===== src/rtl/mmio_uart_tx.sv =====
// rtl/mmio_uart_tx.sv - memory-mapped UART transmitter with byte FIFO and status register
module mmio_uart_tx #(
  parameter int          CLK_DIV     = 16,
  parameter int          FIFO_DEPTH  = 4,
  parameter logic [31:0] TX_ADDR     = 32'h0000_1000,
  parameter logic [31:0] STATUS_ADDR = 32'h0000_1004
) (
  input  logic        clk,
  input  logic        rst,
  input  logic [1:0]  write_byte_en,
  input  logic [31:0] waddr,
  input  logic [31:0] wdata,
  input  logic [31:0] raddr,
  output logic [31:0] rdata,
  output logic        rsel,
  output logic        txd,
  output logic        busy
);

  localparam int          PTR_W    = $clog2(FIFO_DEPTH);
  localparam logic [15:0] BAUD_MAX = 16'(CLK_DIV - 1);

  typedef enum logic [1:0] {IDLE, START, DATA, STOP} state_t;

  state_t           state_q, state_d;
  logic [15:0]      baud_q, baud_d;
  logic [2:0]       bit_q, bit_d;
  logic [7:0]       shift_q, shift_d;
  logic             txd_q, txd_d;
  logic             ovf_q, ovf_d;
  logic [PTR_W-1:0] wr_ptr_q, wr_ptr_d, rd_ptr_q, rd_ptr_d;
  logic [PTR_W:0]   count_q, count_d;
  logic [7:0]       mem_q [FIFO_DEPTH];
  logic [7:0]       mem_d [FIFO_DEPTH];

  logic store, push_req, clr_req, fifo_empty, fifo_full, baud_end, pop, push_ok, ovf_set;
  logic unused_wdata_hi;

  // Only the low byte of a data store is transmitted.
  assign unused_wdata_hi = ^wdata[31:8];

  assign store      = |write_byte_en;
  assign push_req   = store && (waddr == TX_ADDR);
  assign clr_req    = store && (waddr == STATUS_ADDR) && wdata[2];
  assign fifo_empty = (count_q == '0);
  assign fifo_full  = (count_q == (PTR_W + 1)'(FIFO_DEPTH));
  assign baud_end   = (baud_q == BAUD_MAX);

  assign busy  = (state_q != IDLE) || !fifo_empty;
  assign rsel  = (raddr == STATUS_ADDR);
  assign rdata = rsel ? {29'b0, ovf_q, fifo_full, busy} : 32'h0;
  assign txd   = txd_q;

  // Frame sequencer: start bit, 8 data bits LSB first, stop bit, each CLK_DIV cycles.
  always_comb begin
    state_d = state_q;
    baud_d  = baud_q;
    bit_d   = bit_q;
    shift_d = shift_q;
    txd_d   = txd_q;
    pop     = 1'b0;
    case (state_q)
      IDLE: begin
        txd_d  = 1'b1;
        baud_d = '0;
        bit_d  = '0;
        if (!fifo_empty) begin
          pop     = 1'b1;
          shift_d = mem_q[rd_ptr_q];
          txd_d   = 1'b0;
          state_d = START;
        end
      end
      START: begin
        if (baud_end) begin
          baud_d  = '0;
          bit_d   = '0;
          txd_d   = shift_q[0];
          state_d = DATA;
        end else begin
          baud_d = baud_q + 16'd1;
        end
      end
      DATA: begin
        if (baud_end) begin
          baud_d = '0;
          if (bit_q == 3'd7) begin
            txd_d   = 1'b1;
            state_d = STOP;
          end else begin
            bit_d   = bit_q + 3'd1;
            shift_d = shift_q >> 1;
            txd_d   = shift_q[1];
          end
        end else begin
          baud_d = baud_q + 16'd1;
        end
      end
      STOP: begin
        if (baud_end) begin
          baud_d = '0;
          bit_d  = '0;
          if (!fifo_empty) begin
            pop     = 1'b1;
            shift_d = mem_q[rd_ptr_q];
            txd_d   = 1'b0;
            state_d = START;
          end else begin
            txd_d   = 1'b1;
            state_d = IDLE;
          end
        end else begin
          baud_d = baud_q + 16'd1;
        end
      end
      default: begin
        txd_d   = 1'b1;
        state_d = IDLE;
      end
    endcase
  end

  // FIFO bookkeeping; a full FIFO still accepts a push when the head leaves the same cycle.
  always_comb begin
    push_ok  = push_req && (!fifo_full || pop);
    ovf_set  = push_req && fifo_full && !pop;
    mem_d    = mem_q;
    wr_ptr_d = wr_ptr_q;
    rd_ptr_d = rd_ptr_q;
    count_d  = count_q;
    if (push_ok) begin
      mem_d[wr_ptr_q] = wdata[7:0];
      wr_ptr_d        = wr_ptr_q + 1'b1;
    end
    if (pop) begin
      rd_ptr_d = rd_ptr_q + 1'b1;
    end
    case ({push_ok, pop})
      2'b10:   count_d = count_q + 1'b1;
      2'b01:   count_d = count_q - 1'b1;
      default: count_d = count_q;
    endcase
    // A fresh overflow wins over a clear in the same cycle.
    ovf_d = ovf_set | (ovf_q & ~clr_req);
  end

  // State registers; reset drops any frame in flight and idles the line high.
  always_ff @(posedge clk or negedge rst) begin
    if (!rst) begin
      state_q  <= IDLE;
      baud_q   <= '0;
      bit_q    <= '0;
      shift_q  <= '0;
      txd_q    <= 1'b1;
      ovf_q    <= 1'b0;
      wr_ptr_q <= '0;
      rd_ptr_q <= '0;
      count_q  <= '0;
      for (int i = 0; i < FIFO_DEPTH; i++) mem_q[i] <= '0;
    end else begin
      state_q  <= state_d;
      baud_q   <= baud_d;
      bit_q    <= bit_d;
      shift_q  <= shift_d;
      txd_q    <= txd_d;
      ovf_q    <= ovf_d;
      wr_ptr_q <= wr_ptr_d;
      rd_ptr_q <= rd_ptr_d;
      count_q  <= count_d;
      mem_q    <= mem_d;
    end
  end

endmodule


===== config.mk =====
export PLATFORM = sky130hd
export DESIGN_NAME = mmio_uart_tx
export DESIGN_NICKNAME = d
export VERILOG_FILES = /design/src/rtl/mmio_uart_tx.sv
export SDC_FILE = /design/constraint.sdc
export NUM_CORES = 1
export LEC_CHECK = 0
export ABC_AREA = 0
export ABC_CLOCK_PERIOD_IN_PS = 5900
export BUFFER_PORTS_ARGS = -buffer_cell sky130_fd_sc_hd__buf_2
export CORE_MARGIN = 3
export CORE_UTILIZATION = 40
export CTS_CLUSTER_SIZE = 8
export DETAILED_ROUTE_END_ITERATION = 7
export PLACE_DENSITY = 0.66
export SLEW_MARGIN = 20
export SYNTH_ARGS = -nofsm -noshare
export SYNTH_HDL_FRONTEND = slang
export SYNTH_SLANG_ARGS = --single-unit

===== constraint.sdc =====
create_clock -name clk -period 5.9 [get_ports clk]
set_input_delay 1.18 -clock clk [delete_from_list [all_inputs] [get_ports clk]]
set_output_delay 1.18 -clock clk [all_outputs]
set_load 0.02 [all_outputs]

* Yosys cells after proc, flatten, opt, wreduce, memory -nomap -nowiden
Index checks and enable logic that the tools add are counted.
** Storage, ports and cells
- Logic and storage cells :: 104
- Memory bits (read-only) :: 0
- Memories kept :: 0
- Register bits :: 70
- Bits in writable memories :: 0
- Input bits :: 100
- Bits in latches :: 0
** Operators by class
- Multipliers :: 0
- Bitwise logic cells :: 5
- Mux-type cells :: 35
- Equal/unequal tests :: 18
- Reduce and logical (&&, ||, !) cells :: 24
- Add/subtract/negate cells :: 6
- $lt $le $gt $ge :: 3
- Div/mod/pow operators :: 0
- Shift-type cells :: 0
** Operators by type and width (number)
- 32-bit by 13-bit == test with 1-bit output (second input constant) :: 3
- 8-bit 2-to-1 mux :: 7
- 32-bit bitwise mux :: 1
- 16-bit case mux with 2 select lines :: 1
- 8-bit case mux with 3 select lines :: 1
- 16-bit by 1-bit adder with 16-bit output (second input constant) :: 1
- 8-bit binary-select mux with 2-bit select :: 1
- 8-bit demux with 2-bit select :: 1
- 16-bit by 4-bit == test with 1-bit output (second input constant) :: 1
- 16-bit 2-to-1 mux :: 1
- 3-bit 2-to-1 mux :: 4
- 2-bit inequality test (second input constant) :: 6
- 2-bit 2-to-1 mux :: 5
- 3-bit case mux with 3 select lines :: 1
- 1-bit 2-to-1 mux :: 8
- 2-bit case mux with 4 select lines :: 1
- 1-bit logical AND :: 7
- 3-bit by 1-bit adder with 3-bit output (second input constant) :: 2
- 2-bit == test (second input constant) :: 3
- 3-bit == test (second input constant) :: 2
- 3-bit >= comparator (second input constant) :: 2
- 2-bit NOT with 3-bit output :: 2
- 3-bit case mux with 2 select lines :: 1
- 3-bit AND reduction :: 2
- 20 further kinds :: 27

* Depth between registers and ports, before layout
- Word-level depth :: 8
- Mapped depth :: 9
- Depth with buffers taken out :: 9

* Worst setup path before layout
OpenSTA, ideal clock, no wires.
- Kind :: input port to output port
- Start point :: input port raddr[6]
- End point :: output port rdata[0]
- Arrival :: 2224 ps
- Setup slack :: 2496 ps
- Stages :: 4
- Buffers on the path :: 0
- Required time :: 4720 ps
- Cell sequence :: nor4b_1 -> nand4_1 -> nor2_1 -> and2_1
** Between the ends
- Cells in the longest elaborated chain, start to end :: 2
** RTL lines
- start, declared :: RTL line 13 : input logic [31:0] raddr,
- 32-bit by 13-bit == test with 1-bit output :: RTL line 50 : assign rsel = (raddr == STATUS_ADDR);
- named net rsel :: RTL line 15 : output logic rsel,
- 3-bit 2-to-1 mux :: RTL line 51 : assign rdata = rsel ? {29'b0, ovf_q, fifo_full, busy} : 32'h0;
- end, declared :: RTL line 14 : output logic [31:0] rdata,
The timed path passes the listed nets, and every way through them passes these cells.

* Worst setup path after layout
- Start point :: input port raddr[24]
- End point :: output port rdata[1]
** Between the ends
- Cells in the longest elaborated chain, start to end :: 2
** RTL lines (RTL line)
- 32-bit by 13-bit == test with 1-bit output :: 50
- 3-bit 2-to-1 mux :: 51
Every way passes these cells.

==> flow_metrics.tcl <==
set metrics [dict create \
    irDropWorstVdd_v 0.000164 \
    yosysSeqAreaShare_pct 43.3 \
    drc 0 \
    path_class "primary input to output pin" \
    min_path_type "flip-flop to flip-flop" \
    area_growth_pct 16.8 \
    grt_max_degree 71 \
    overflow 0 \
    tightestPinTransition_ns 0.888 \
    die_x_um 107 \
    syn_inst 328 \
    antenna_found_initial 0 \
    instances_no_fill 549 \
    p_sw_w 0.000215 \
    ant_nets 0 \
    setup_viol 0 \
    route.vias.total 2642 \
    dp_cells 533 \
    hold_violations 0 \
    dr.first_iter.drc_count 56 \
    drive_above_1_share_pct 40.9 \
    globalRoute.busiestLayer "met2" \
    layout.nets 524 \
    clock_path_buffers 2 \
    utilization_pct 48.2 \
    cp_max_fo 4 \
    timing.slew.headroom_pct 40.8 \
    cts_buffers 9 \
    synth_cell_type_count 55 \
    comb_power_share_pct 5.5 \
    layout_common_cells "81 x buf_2, 69 x dfrtp_1, 32 x mux2_4, 29 x conb_1, 23 x nor2_1" \
    path_clk_slew_ns 0.07 \
    finClkSkew_ns 0.00699 \
    pwr-share-clk_pct 48.3 \
    grt_use_met2_pct 24.2 \
    cts_tree "yes" \
    first_pass_iters 4 \
    swShare_pct 20.7 \
    r2r_start "state_q[0]" \
    cts_resized 0 \
    dp_hpwl_mm 5.75 \
    wl_per_cell_um 14.3 \
    grtUsageTotal_pct 14.4 \
    setup_tns_ns 0 \
    postCtsHoldBufs 0 \
    endpoint_kind "output pin" \
    endpoint "rdata[1]" \
    grt_util_met3_pct 3.73 \
    diodes 0 \
    yosys_register_bits 70 \
    async_reset_ff_share_pct 100 \
    grt_pass1_vias 2723 \
    grt_first_pass_wirelength_mm 13.2 \
    ios 135 \
    layout_commonest_cell "buf_2" \
    use_met1_pct 18.6 \
    insertion_delay_ns 0.34 \
    ff2ff_path_depth 9 \
    cts-htree-levels 3 \
    p_leak_nw 2.42 \
    mappedNetlistArea_mm2 0.00405 \
    cp-startpoint "raddr[24]" \
    fin_crit_sh_pct 57.2 \
    dieArea_mm2 0.0114 \
    max_freq_mhz 296 \
    initial_core_util_pct 41.2 \
    powerDensity_mw_per_mm2 220 \
    synth_ff_type "dfrtp_1" \
    fp.dieH_um 107 \
    cts.sinks 70 \
    root_buffer "clkbuf_8" \
    hold_start "baud_q[0]" \
    crit_required_ns 4.72 \
    vias_per_cell 4.81 \
    internal_power_w 0.000824 \
    rsz0062_at_grt "false" \
    synth.avg_cell_area_um2 12.3 \
    maxCapViolations 0 \
    worstPathArrival_ns 2.20 \
    row_count 36 \
    post_cts_buffers 0 \
    r2r_slack_ns 3.06 \
    gp_congestion 0.780 \
    synth-edff-count 0 \
    core_mm2 0.00982 \
    finalMaxSlewViolations 0 \
    nFillCells 923 \
    status "finished clean" \
    portBuffers 81 \
    p_seq_share_pct 46.2 \
    period_minus_slack_ns 3.38 \
    yosys_warnings 0 \
    wirelength_mm 7.83 \
    start_kind "primary input" \
    r2r-end "count_q[2]" \
]
kinds of logic (layout without fill, tap and decap cells):
| family | after synthesis | after routing | share of synthesized area [%] |
|---|---|---|---|
| adder cells (fa/ha/maj) | 13 | 13 | 4.20 |
| buffers and inverters | 47 | 107 | 7.36 |
| XOR/XNOR | 17 | 17 | 3.68 |
| flip-flops | 70 | 70 | 43.3 |
| AO/OA/AOI/OAI | 26 | 26 | 4.70 |
| multiplexers | 58 | 58 | 21.3 |
| other | 1 | 29 | 0.0926 |
| AND/OR/NAND/NOR | 96 | 96 | 15.4 |
per-stage QoR:
step	power, W	hold slack, ns	setup slack (ns)	cell area, um2
floorplan	0.000523	0.425	2.50	4150
global placement	0.000545	0.441	2.51	4470
detailed placement	0.000546	0.460	2.50	4470
CTS	0.00106	0.479	2.50	4730
global route	0.00108	0.498	2.39	4730
finish	0.00104	0.471	2.52	4730
sequential cells by signal, indices dropped and copies added (netlist names):
signal / cells
rd_ptr_q: 2
wr_ptr_q: 2
baud_q: 16
mem_q: 32
count_q: 3
state_q: 2
ovf_q: 1
bit_q: 3
shift_q: 8
txd: 1
power groups by stage:
stage | combinational (W) | sequential [W] | clock [W]
floorplan | 0.0000344 | 0.000489 | 0
detailed placement | 0.0000576 | 0.000489 | 0
CTS | 0.0000579 | 0.000479 | 0.000518
global placement | 0.0000564 | 0.000489 | 0
global route | 0.0000641 | 0.000479 | 0.000538
finish | 0.0000573 | 0.000480 | 0.000502
layout make-up:
cell class	count	area, um2	area share (%)
Multi-Input combinational cell	239	2100	44.4
Sequential cell	70	1750	37.1
Timing Repair Buffer	82	413	8.73
Tap cell	133	166	3.52
Clock inverter	6	134	2.83
Clock buffer	10	128	2.70
Inverter	9	33.8	0.714
Yosys cell counts (3+ instances only):
cell,n,area share (%)
and3_1,10,1.5
nand3_1,7,0.87
a21oi_1,3,0.37
clkbuf_1,6,0.56
dfrtp_1,69,43
inv_1,9,0.83
mux2_2,16,4.5
mux2_4,32,12
mux4_2,8,4.5
nor2_1,23,2.1
nor4_2,3,0.93
buf_4,30,5.6
nor4_1,11,1.7
nand2_1,10,0.93
and2_1,3,0.46
xor2_1,7,1.5
ha_1,12,3.7
xnor2_1,10,2.2
nand3_4,4,1.7
o21ai_0,9,1.1
how the worst min path moves through the flow:
stage | to | slack, ns | depth (start not counted)
after global routing | baud_q[0] | 0.50 | 1
final | baud_q[0] | 0.47 | 1
after global placement | baud_q[0] | 0.44 | 1
after detailed placement | baud_q[0] | 0.46 | 1
after CTS | baud_q[0] | 0.48 | 1
after floorplan | baud_q[0] | 0.43 | 1
critical path: stages:
cell and delay, ns:
buf_2 0.10, nor4_1 0.28, nand4_1 0.15, nor2_1 0.19, and2_1 0.14, buf_2 0.16
layer usage:
metal  vias up  part of all wire (%)  wire [um]
met4         0                   1.3        102
met2        45                    52       4050
met3        13                   3.1        240
met1      1296                    44       3440
li1       1288                     -          -
met5         -                     0          0
(Power assumes the default switching activity.)
